===== src/rtl/hilo_mdu_if.sv =====
// Request/result bundle between the EX stage and the HI/LO multiply/divide unit.
interface hilo_mdu_if #(
   parameter int WIDTH = 32
);
   logic             start;
   logic [2:0]       op;
   logic [WIDTH-1:0] src_a;
   logic [WIDTH-1:0] src_b;
   logic             cancel;
   logic             busy;
   logic             done;
   logic             stall_req;
   logic [WIDTH-1:0] hi_rdata;
   logic [WIDTH-1:0] lo_rdata;

   modport master (
      output start, op, src_a, src_b, cancel,
      input  busy, done, stall_req, hi_rdata, lo_rdata
   );

   modport slave (
      input  start, op, src_a, src_b, cancel,
      output busy, done, stall_req, hi_rdata, lo_rdata
   );
endinterface


===== src/rtl/hilo_mdu.sv =====
// HI/LO register pair with an iterative shift-add multiplier and restoring divider,
// MTHI/MTLO writes, a pipeline stall request and flush cancel.
module hilo_mdu #(
   parameter  int WIDTH = 32,
   localparam int CNT_W = $clog2(WIDTH) + 1
) (
   input  logic      clk,
   input  logic      rst,
   hilo_mdu_if.slave bus
);
   localparam logic [2:0] OP_MULT  = 3'b001;
   localparam logic [2:0] OP_MULTU = 3'b010;
   localparam logic [2:0] OP_DIV   = 3'b011;
   localparam logic [2:0] OP_DIVU  = 3'b100;
   localparam logic [2:0] OP_MTHI  = 3'b101;
   localparam logic [2:0] OP_MTLO  = 3'b110;

   typedef enum logic [1:0] {IDLE, MUL, DIV} state_t;
   state_t state_reg, state_next;

   logic [WIDTH-1:0]   hi_reg, lo_reg, opnd_reg, a_raw_reg;
   logic [2*WIDTH-1:0] prod_reg;
   logic [CNT_W-1:0]   cnt_reg;
   logic               neg_q_reg, neg_r_reg, dz_reg, busy_reg, done_reg;

   logic               is_mul, is_div, is_signed, req_ok, last, neg_a, neg_b;
   logic [WIDTH-1:0]   mag_a, mag_b;
   logic [WIDTH:0]     mul_sum, div_trial;
   logic [2*WIDTH-1:0] mul_step, div_step, mul_fin;
   logic [WIDTH-1:0]   quo, rem, hi_fin, lo_fin;

   assign is_mul    = (bus.op == OP_MULT) || (bus.op == OP_MULTU);
   assign is_div    = (bus.op == OP_DIV)  || (bus.op == OP_DIVU);
   assign is_signed = (bus.op == OP_MULT) || (bus.op == OP_DIV);
   assign req_ok    = (state_reg == IDLE) && bus.start && !bus.cancel;
   assign last      = (cnt_reg == CNT_W'(WIDTH - 1));
   assign neg_a     = is_signed && bus.src_a[WIDTH-1];
   assign neg_b     = is_signed && bus.src_b[WIDTH-1];
   assign mag_a     = neg_a ? -bus.src_a : bus.src_a;
   assign mag_b     = neg_b ? -bus.src_b : bus.src_b;

   // prod_reg is the multiply accumulator/multiplier, or {remainder, dividend/quotient}
   always_comb begin
      mul_sum   = {1'b0, prod_reg[2*WIDTH-1:WIDTH]} + (prod_reg[0] ? {1'b0, opnd_reg} : '0);
      mul_step  = {mul_sum, prod_reg[WIDTH-1:1]};
      mul_fin   = neg_q_reg ? -mul_step : mul_step;
      div_trial = {prod_reg[2*WIDTH-1:WIDTH], prod_reg[WIDTH-1]} - {1'b0, opnd_reg};
      if (!div_trial[WIDTH]) begin
         div_step = {div_trial[WIDTH-1:0], prod_reg[WIDTH-2:0], 1'b1};
      end else begin
         div_step = {prod_reg[2*WIDTH-2:0], 1'b0};
      end
      quo = neg_q_reg ? -div_step[WIDTH-1:0] : div_step[WIDTH-1:0];
      rem = neg_r_reg ? -div_step[2*WIDTH-1:WIDTH] : div_step[2*WIDTH-1:WIDTH];
      if (state_reg == MUL) begin
         {hi_fin, lo_fin} = mul_fin;
      end else if (dz_reg) begin
         hi_fin = a_raw_reg;
         lo_fin = '1;
      end else begin
         hi_fin = rem;
         lo_fin = quo;
      end
   end

   always_comb begin
      state_next = state_reg;
      case (state_reg)
         IDLE: begin
            if (req_ok && is_mul) begin
               state_next = MUL;
            end else if (req_ok && is_div) begin
               state_next = DIV;
            end
         end
         MUL, DIV: begin
            if (bus.cancel || last) begin
               state_next = IDLE;
            end
         end
         default: state_next = IDLE;
      endcase
   end

   always_ff @(posedge clk or negedge rst) begin
      if (!rst) begin
         state_reg <= IDLE;
      end else begin
         state_reg <= state_next;
      end
   end

   always_ff @(posedge clk or negedge rst) begin
      if (!rst) begin
         hi_reg    <= '0;
         lo_reg    <= '0;
         opnd_reg  <= '0;
         a_raw_reg <= '0;
         prod_reg  <= '0;
         cnt_reg   <= '0;
         neg_q_reg <= 1'b0;
         neg_r_reg <= 1'b0;
         dz_reg    <= 1'b0;
         busy_reg  <= 1'b0;
         done_reg  <= 1'b0;
      end else begin
         busy_reg <= (state_next != IDLE);
         done_reg <= 1'b0;
         if (req_ok && (is_mul || is_div)) begin
            opnd_reg  <= is_mul ? mag_a : mag_b;
            prod_reg  <= {{WIDTH{1'b0}}, (is_mul ? mag_b : mag_a)};
            a_raw_reg <= bus.src_a;
            neg_q_reg <= neg_a ^ neg_b;
            neg_r_reg <= neg_a;
            dz_reg    <= is_div && (bus.src_b == '0);
            cnt_reg   <= '0;
         end else if (state_reg != IDLE) begin
            if (bus.cancel || last) begin
               cnt_reg <= '0;
            end else begin
               cnt_reg  <= cnt_reg + CNT_W'(1);
               prod_reg <= (state_reg == MUL) ? mul_step : div_step;
            end
            // The final iteration is folded into the commit; a flush on this edge wins.
            if (last && !bus.cancel) begin
               hi_reg   <= hi_fin;
               lo_reg   <= lo_fin;
               done_reg <= 1'b1;
            end
         end
         if (req_ok && (bus.op == OP_MTHI)) begin
            hi_reg <= bus.src_a;
         end
         if (req_ok && (bus.op == OP_MTLO)) begin
            lo_reg <= bus.src_a;
         end
      end
   end

   assign bus.busy      = busy_reg;
   assign bus.done      = done_reg;
   assign bus.stall_req = busy_reg | (bus.start & (is_mul | is_div) & (state_reg == IDLE));
   assign bus.hi_rdata  = hi_reg;
   assign bus.lo_rdata  = lo_reg;
endmodule


===== src/flat_wrapper.sv =====
// flat-port wrapper written by rule: the top's interface ports become plain ports
module hilo_mdu_flat 
#(
   parameter  int WIDTH = 32,
   localparam int CNT_W = $clog2(WIDTH) + 1
)
  (clk, rst, bus_start, bus_op, bus_src_a, bus_src_b, bus_cancel, bus_busy, bus_done, bus_stall_req, bus_hi_rdata, bus_lo_rdata);
  hilo_mdu_if #(.WIDTH(WIDTH)) bus_i ();
  input  logic clk;
  input  logic rst;
  input wire logic [$bits(bus_i.start)-1:0] bus_start;
  input wire logic [$bits(bus_i.op)-1:0] bus_op;
  input wire logic [$bits(bus_i.src_a)-1:0] bus_src_a;
  input wire logic [$bits(bus_i.src_b)-1:0] bus_src_b;
  input wire logic [$bits(bus_i.cancel)-1:0] bus_cancel;
  output wire logic [$bits(bus_i.busy)-1:0] bus_busy;
  output wire logic [$bits(bus_i.done)-1:0] bus_done;
  output wire logic [$bits(bus_i.stall_req)-1:0] bus_stall_req;
  output wire logic [$bits(bus_i.hi_rdata)-1:0] bus_hi_rdata;
  output wire logic [$bits(bus_i.lo_rdata)-1:0] bus_lo_rdata;
  assign bus_i.start = bus_start;
  assign bus_i.op = bus_op;
  assign bus_i.src_a = bus_src_a;
  assign bus_i.src_b = bus_src_b;
  assign bus_i.cancel = bus_cancel;
  assign bus_busy = bus_i.busy;
  assign bus_done = bus_i.done;
  assign bus_stall_req = bus_i.stall_req;
  assign bus_hi_rdata = bus_i.hi_rdata;
  assign bus_lo_rdata = bus_i.lo_rdata;
  hilo_mdu #(.WIDTH(WIDTH)) u_core (.clk(clk), .rst(rst), .bus(bus_i));
endmodule

===== config.mk =====
export PLATFORM = sky130hd
export DESIGN_NAME = hilo_mdu_flat
export DESIGN_NICKNAME = d
export VERILOG_FILES = /design/src/rtl/hilo_mdu_if.sv /design/src/rtl/hilo_mdu.sv /design/src/flat_wrapper.sv
export SDC_FILE = /design/constraint.sdc
export NUM_CORES = 1
export LEC_CHECK = 0
export BUFFER_PORTS_ARGS = -buffer_cell sky130_fd_sc_hd__buf_2
export CAP_MARGIN = 20
export CELL_PAD_IN_SITES_DETAIL_PLACEMENT = 1
export CELL_PAD_IN_SITES_GLOBAL_PLACEMENT = 1
export CORE_MARGIN = 3
export CORE_UTILIZATION = 50
export CTS_BUF_LIST = sky130_fd_sc_hd__clkbuf_16
export DETAILED_ROUTE_END_ITERATION = 16
export PLACE_DENSITY = 0.9
export SETUP_SLACK_MARGIN = 0.1
export SLEW_MARGIN = 20
export SYNTH_ARGS = -nofsm -noshare
export SYNTH_HDL_FRONTEND = slang
export SYNTH_SLANG_ARGS = --single-unit
export TNS_END_PERCENT = 20

===== constraint.sdc =====
create_clock -name clk -period 10.2 [get_ports clk]
set_input_delay 1.02 -clock clk [delete_from_list [all_inputs] [get_ports clk]]
set_output_delay 1.02 -clock clk [all_outputs]
set_load 0.02 [all_outputs]

==> impl_metrics.tcl, run 1 <==
set metrics [dict create \
    drt_pre_antenna_iters 5 \
    cts_tree "built" \
    cts_hold_buf 0 \
    ant_nets 0 \
    crit_fanout 47 \
    die_area_mm2 0.0415 \
    clk_latency_ns 0.56 \
    yosysWarnings 0 \
    synth_top_flop_cell "dfrtp_1" \
    grt_util_all_layers_pct 42.4 \
    fillCellCount 4837 \
    crit_path_end_kind "register" \
    slew_headroom_pct 19.0 \
    p_per_area_mw_per_mm2 329 \
    mostFrequentLayoutCells "414 x nand2_1, 252 x o21ai_0, 221 x nor2_1" \
    io_buffers 137 \
    critical_path_class "register to register" \
    netlist_area_mm2 0.0196 \
    postCtsSetupBuffers 0 \
    clkSinkCount 205 \
    grt_max_degree 94 \
    syn_nets 2775 \
    synth-edff-count 0 \
    required_ns 10.69 \
    finalCritPeriodShare_pct 66.1 \
    largest_reg_flops 64 \
    drv_cap 0 \
    numCtsBuffers 26 \
    final.setup.tns_ns 0 \
    grt_pass1_wl_um 136000 \
    worst_slew_pin_slew_ns 1.20 \
    finalClockSkew_ns 0.0105 \
    setup_violations 0 \
    synth_top_area_share_pct 26.2 \
    place_hpwl_um 67300 \
    finalWorstSetupSlack_ns 3.46 \
    drtIter0Drc 2117 \
    period_needed_ns 6.74 \
    hp-class "register to register" \
    die_w_um 204 \
    p_leak_nw 9.15 \
    critPathLaunchType "register" \
    fp-row-count 71 \
    grt_antenna_before_repair 3 \
    gp_congestion 0.985 \
    dp_slack_ns 3.96 \
    final_common_cell "nand2_1" \
    htreeDepth 1 \
    finalWirelength_um 89900 \
    avgViaCountPerCell 6.88 \
    clock.fmax_ghz 0.148 \
    yosysSeqAreaShare_pct 26.2 \
    whs_ns 0.466 \
    nets 2784 \
    peakVddDrop_v 0.000156 \
    worstPathArrival_ns 7.23 \
    core_mm2 0.0381 \
    syn_inst 2629 \
    vias 21800 \
    syn_avg_cell_area_um2 7.44 \
    r2r-start "u_core.prod_reg[31]" \
    rsz0062_at_grt "false" \
    stdcell_count 3170 \
    startpoint "u_core.prod_reg[31]" \
    initial_core_util_pct 51.3 \
    async_reset_ff_share_pct 100 \
    area.growth.synth_to_final_pct 8.98 \
    clk_path_buf_depth 3 \
    placedCellCount 3120 \
    synth-seq-cells 205 \
    ys_types 86 \
    wl_per_cell_um 28.4 \
    status "completed" \
    yosys.area.top_type "dfrtp_1" \
    cts-root-buf "clkbuf_16" \
    grt-ovfl-total 0 \
    finalHoldViolCount 0 \
    hp-start "u_core.a_raw_reg[18]" \
    cts-resized-gates 0 \
    layout-drive-gt1-share_pct 9.78 \
    die_y_um 204 \
    drv_slew 0 \
    yosys-top-cells-area "dfrtp_1 26%, nand2_1 8.0%, o21ai_0 6.5%, a21oi_1 5.0%, ha_1 4.7%" \
    io_pins 138 \
    grt_pass1_vias 22300 \
    drc 0 \
    clkSlewWorstSetupHoldPaths_ns 0.06 \
]
==> layout make-up <==
type / instances / area, um^2 / share of cell area [%]
diodes: 1 / 2.50 / 0.0117
multi-input cells: 2160 / 13500 / 63.3
flip-flops and latches: 205 / 5130 / 24.1
clock inverters: 21 / 158 / 0.740
repair buffers: 166 / 931 / 4.37
inverters: 79 / 297 / 1.39
clock buffers: 27 / 676 / 3.17
well taps: 511 / 639 / 3.00
==> worst max-delay path, cell delays in order (launching register included) <==
cell	delay (ns)
dfrtp_1	0.48
inv_1	0.16
ha_1	0.26
fa_1	0.41
nor2b_1	0.37
o31a_1	0.35
o2111ai_1	0.32
a21oi_1	0.23
o211a_1	0.17
buf_4	0.49
clkinv_1	0.71
buf_4	0.46
nor4_1	0.64
a21oi_1	0.27
or4_1	0.58
mux2i_1	0.16
a2111oi_1	0.38
a221o_1	0.17
==> where the power goes <==
part	leakage, nW	internal, mW	total (mW)	switching (mW)
sequential	2.54	1.16	1.59	0.427
combinational	6.19	1.48	4.50	3.02
clock	0.427	0.529	0.923	0.394
==> logic make-up (layout without fill, tap and decap cells) <==
logic type	after synthesis	count (layout)	synth area share [%]
muxes	71	71	3.70
and+or+nand+nor	955	955	22.4
buffers and inverters	264	293	5.11
adders and majority gates	75	75	4.87
xor gates and xnor gates	193	193	8.64
DFF	205	205	26.2
other	0	1	0
AOI/OAI and AO/OA	866	866	29.1
==> routing by layer <==
layer  global-route usage [%]  up-vias  wire, um
met4                     34.3        2      9290
met3                     6.85      416      6000
li1                         -     9566         -
met5                        0        -         9
met1                     49.0    10800     33200
met2                     69.6     1064     41500
==> Yosys cell counts, types with 18 or more instances <==
cell      count
clkbuf_1    168
xor2_1       90
and2_1       18
a31oi_1      26
o21ai_0     253
a221o_1      29
dfrtp_1     205
a221oi_1     36
nand2_1     415
and3_1       19
xnor2_1     103
o211ai_1     27
a21o_1       29
nor2b_1      20
nand2b_1     22
o21a_1       20
or3_1        29
nor4_1       19
nand3_1      39
nor3_1       65
nor2_1      226
a211oi_1     24
mux2i_1      61
o221ai_1     18
a21oi_1     195
o31ai_1      33
ha_1         73
inv_1        77
==> metrics by stage <==
step / cell area (um^2) / utilization [%] / power [mW]
2_1_floorplan: 19600 / - / 4.40
3_3_place_gp: 20500 / 53.7 / 5.72
3_5_place_dp: 20500 / 53.7 / 5.89
4_1_cts: 21300 / 55.9 / 6.87
5_1_grt: 21300 / 55.9 / 7.40
6_report: 21300 / 55.9 / 7.01
==> path summary, 6_finish.rpt <==
path | to | slack [ns] | depth (start not counted)
max | u_core.bus.hi_rdata[23] | 3.46 | 17
min | u_core.a_raw_reg[18] | 0.47 | 2
max reg2reg | u_core.bus.hi_rdata[23] | 3.46 | 17
min reg2reg | u_core.a_raw_reg[18] | 0.47 | 2
max in group asynchronous | u_core.prod_reg[60] | 8.28 | 2
min in group asynchronous | u_core.cnt_reg[1] | 0.48 | 1
No activity file was read; power rests on OpenSTA's default activity.
==> run 2, diff against run 1 <==
--- a/config.mk
+++ b/config.mk
@@ -10,10 +10,10 @@
 export CELL_PAD_IN_SITES_DETAIL_PLACEMENT = 1
 export CELL_PAD_IN_SITES_GLOBAL_PLACEMENT = 1
 export CORE_MARGIN = 3
-export CORE_UTILIZATION = 50
+export CORE_UTILIZATION = 46
 export CTS_BUF_LIST = sky130_fd_sc_hd__clkbuf_16
 export DETAILED_ROUTE_END_ITERATION = 16
-export PLACE_DENSITY = 0.9
+export PLACE_DENSITY = 0.84
 export SETUP_SLACK_MARGIN = 0.1
 export SLEW_MARGIN = 20
 export SYNTH_ARGS = -nofsm -noshare
==> constraint.sdc (replaced) <==
create_clock -name clk -period 7 [get_ports clk]
set_input_delay 0.7 -clock clk [delete_from_list [all_inputs] [get_ports clk]]
set_output_delay 0.7 -clock clk [all_outputs]
set_load 0.02 [all_outputs]
==> impl_metrics.tcl, run 2 (synthesized netlist as in run 1, its figures left out) <==
set metrics [dict create \
    critPathLaunchType "register" \
    grt_max_degree 134 \
    cts-resized-gates 0 \
    hp-class "input pin to async pin" \
    crit_path_end_kind "register" \
    gp_congestion 0.978 \
    ant_nets 0 \
    vias 21500 \
    period_needed_ns 5.66 \
    slew_headroom_pct 35.7 \
    nets 2790 \
    postCtsSetupBuffers 0 \
    crit_chain "inv_1, ha_1, fa_1, nor2b_1, o31a_1, o2111ai_1, a21oi_1, o211a_1, clkinv_1, a21oi_1, ha_1, o21ai_0, o41ai_1, xor2_1, o211ai_1, o311ai_0" \
    largest_reg_flops 64 \
    die_y_um 212 \
    finalWorstSetupSlack_ns 1.34 \
    clock.fmax_ghz 0.177 \
    grt_antenna_before_repair 0 \
    die_w_um 212 \
    core_mm2 0.0414 \
    wl_per_cell_um 27.8 \
    grt_pass1_vias 22000 \
    finalHoldViolCount 0 \
    drc 0 \
    worst_slew_pin_slew_ns 0.965 \
    grt-ovfl-total 0 \
    worstPathArrival_ns 6.08 \
    numCtsBuffers 27 \
    io_buffers 137 \
    die_area_mm2 0.0450 \
    status "completed" \
    stdcell_count 3197 \
    critical_path_class "register to register" \
    htreeDepth 1 \
    clkSinkCount 205 \
    drtIter0Drc 2049 \
    drv_cap 0 \
    cts_tree "built" \
    cts_hold_buf 0 \
    whs_ns 0.103 \
    clk_latency_ns 0.58 \
    mostFrequentLayoutCells "414 x nand2_1, 252 x o21ai_0, 221 x nor2_1" \
    final_common_cell "nand2_1" \
    layout-drive-gt1-share_pct 10.2 \
    place_hpwl_um 68100 \
    grt_pass1_wl_um 133000 \
    finalWirelength_um 88900 \
    clk_path_buf_depth 3 \
    area.growth.synth_to_final_pct 9.86 \
    dp_slack_ns 1.30 \
    critPathSlowestCell "clkinv_1" \
    post-route-util_pct 51.9 \
    cpPeakStageDelay_ns 0.62 \
    crit_fanout 20 \
    p_leak_nw 9.20 \
    finalClockSkew_ns 0.0141 \
    power_mw 10.3 \
    rsz0062_at_grt "false" \
    cts-root-buf "clkbuf_16" \
    design_area_mm2 0.0215 \
    p_per_area_mw_per_mm2 480 \
    peakVddDrop_v 0.000236 \
    grt_util_all_layers_pct 38.6 \
    initial_core_util_pct 47.3 \
    drv_slew 0 \
    clkSlewWorstSetupHoldPaths_ns 0.06 \
    io_pins 138 \
    finalCritPeriodShare_pct 80.9 \
    required_ns 7.41 \
    fp-row-count 74 \
    placedCellCount 3146 \
    drt_pre_antenna_iters 8 \
    setup_violations 0 \
    avgViaCountPerCell 6.74 \
    placed_area_mm2 0.0205 \
    final.setup.tns_ns 0 \
]
[run 2: changes by cell type in the layout (fill, tap and decap cells not counted)]
cell / previous run / this run
inv_6: 0 / 2
bufinv_16: 2 / 5
buf_4: 28 / 32
inv_8: 0 / 1
clkinv_1: 5 / 6
inv_1: 84 / 78
buf_12: 0 / 1
clkinv_4: 2 / 1
clkinv_2: 4 / 5
[run 2: layout make-up]
cell class / count / area (um^2)
fillers: 5229 / 19900
multi-input cells: 2160 / 13500
flip-flops and latches: 205 / 5130
repair buffers: 171 / 981
clock buffers: 27 / 676
well taps: 532 / 666
inverters: 79 / 297
clock inverters: 22 / 254
diodes: 1 / 2.50
[run 2: power by group]
part           internal, mW  total (mW)  switching, mW  leakage [nW]
logic                  2.18        6.52           4.34          6.21
clock network         0.891        1.49          0.603         0.454
registers              1.69        2.30          0.614          2.54
total                  4.76        10.3           5.56          9.20
[run 2: critical path: cells and delay by family, from the launching register on]
kind	cells	cell delay [ns]
AND/OR/NAND/NOR	1	0.34
flip-flops	1	0.46
buffers and inverters	2	0.76
adder cells (fa/ha/maj)	3	0.99
XOR/XNOR	1	0.16
AO/OA/AOI/OAI	9	2.77
[run 2: path summary, 6_finish.rpt]
path                       cells after the start                 endpoint  slack, ns                  from
hold / removal                                 1      u_core.prod_reg[60]       0.10                   rst
max in group asynchronous                      2         u_core.neg_q_reg       5.38                   rst
hold reg to reg                                2     u_core.a_raw_reg[14]       0.47  u_core.a_raw_reg[14]
setup reg to reg                              16  u_core.bus.hi_rdata[14]       1.34   u_core.prod_reg[31]
setup / recovery                              16  u_core.bus.hi_rdata[14]       1.34   u_core.prod_reg[31]
min in group clk                               3      u_core.a_raw_reg[7]       0.45          bus_src_a[7]
[run 2: layer usage]
layer  GRT usage [%]  up-vias  routed length (um)
met5               0        -                   0
met4            31.6        0                8890
met3            5.65      343                5220
met2            63.7      888               41000
met1            44.7    10700               33800
li1                -     9582                   -
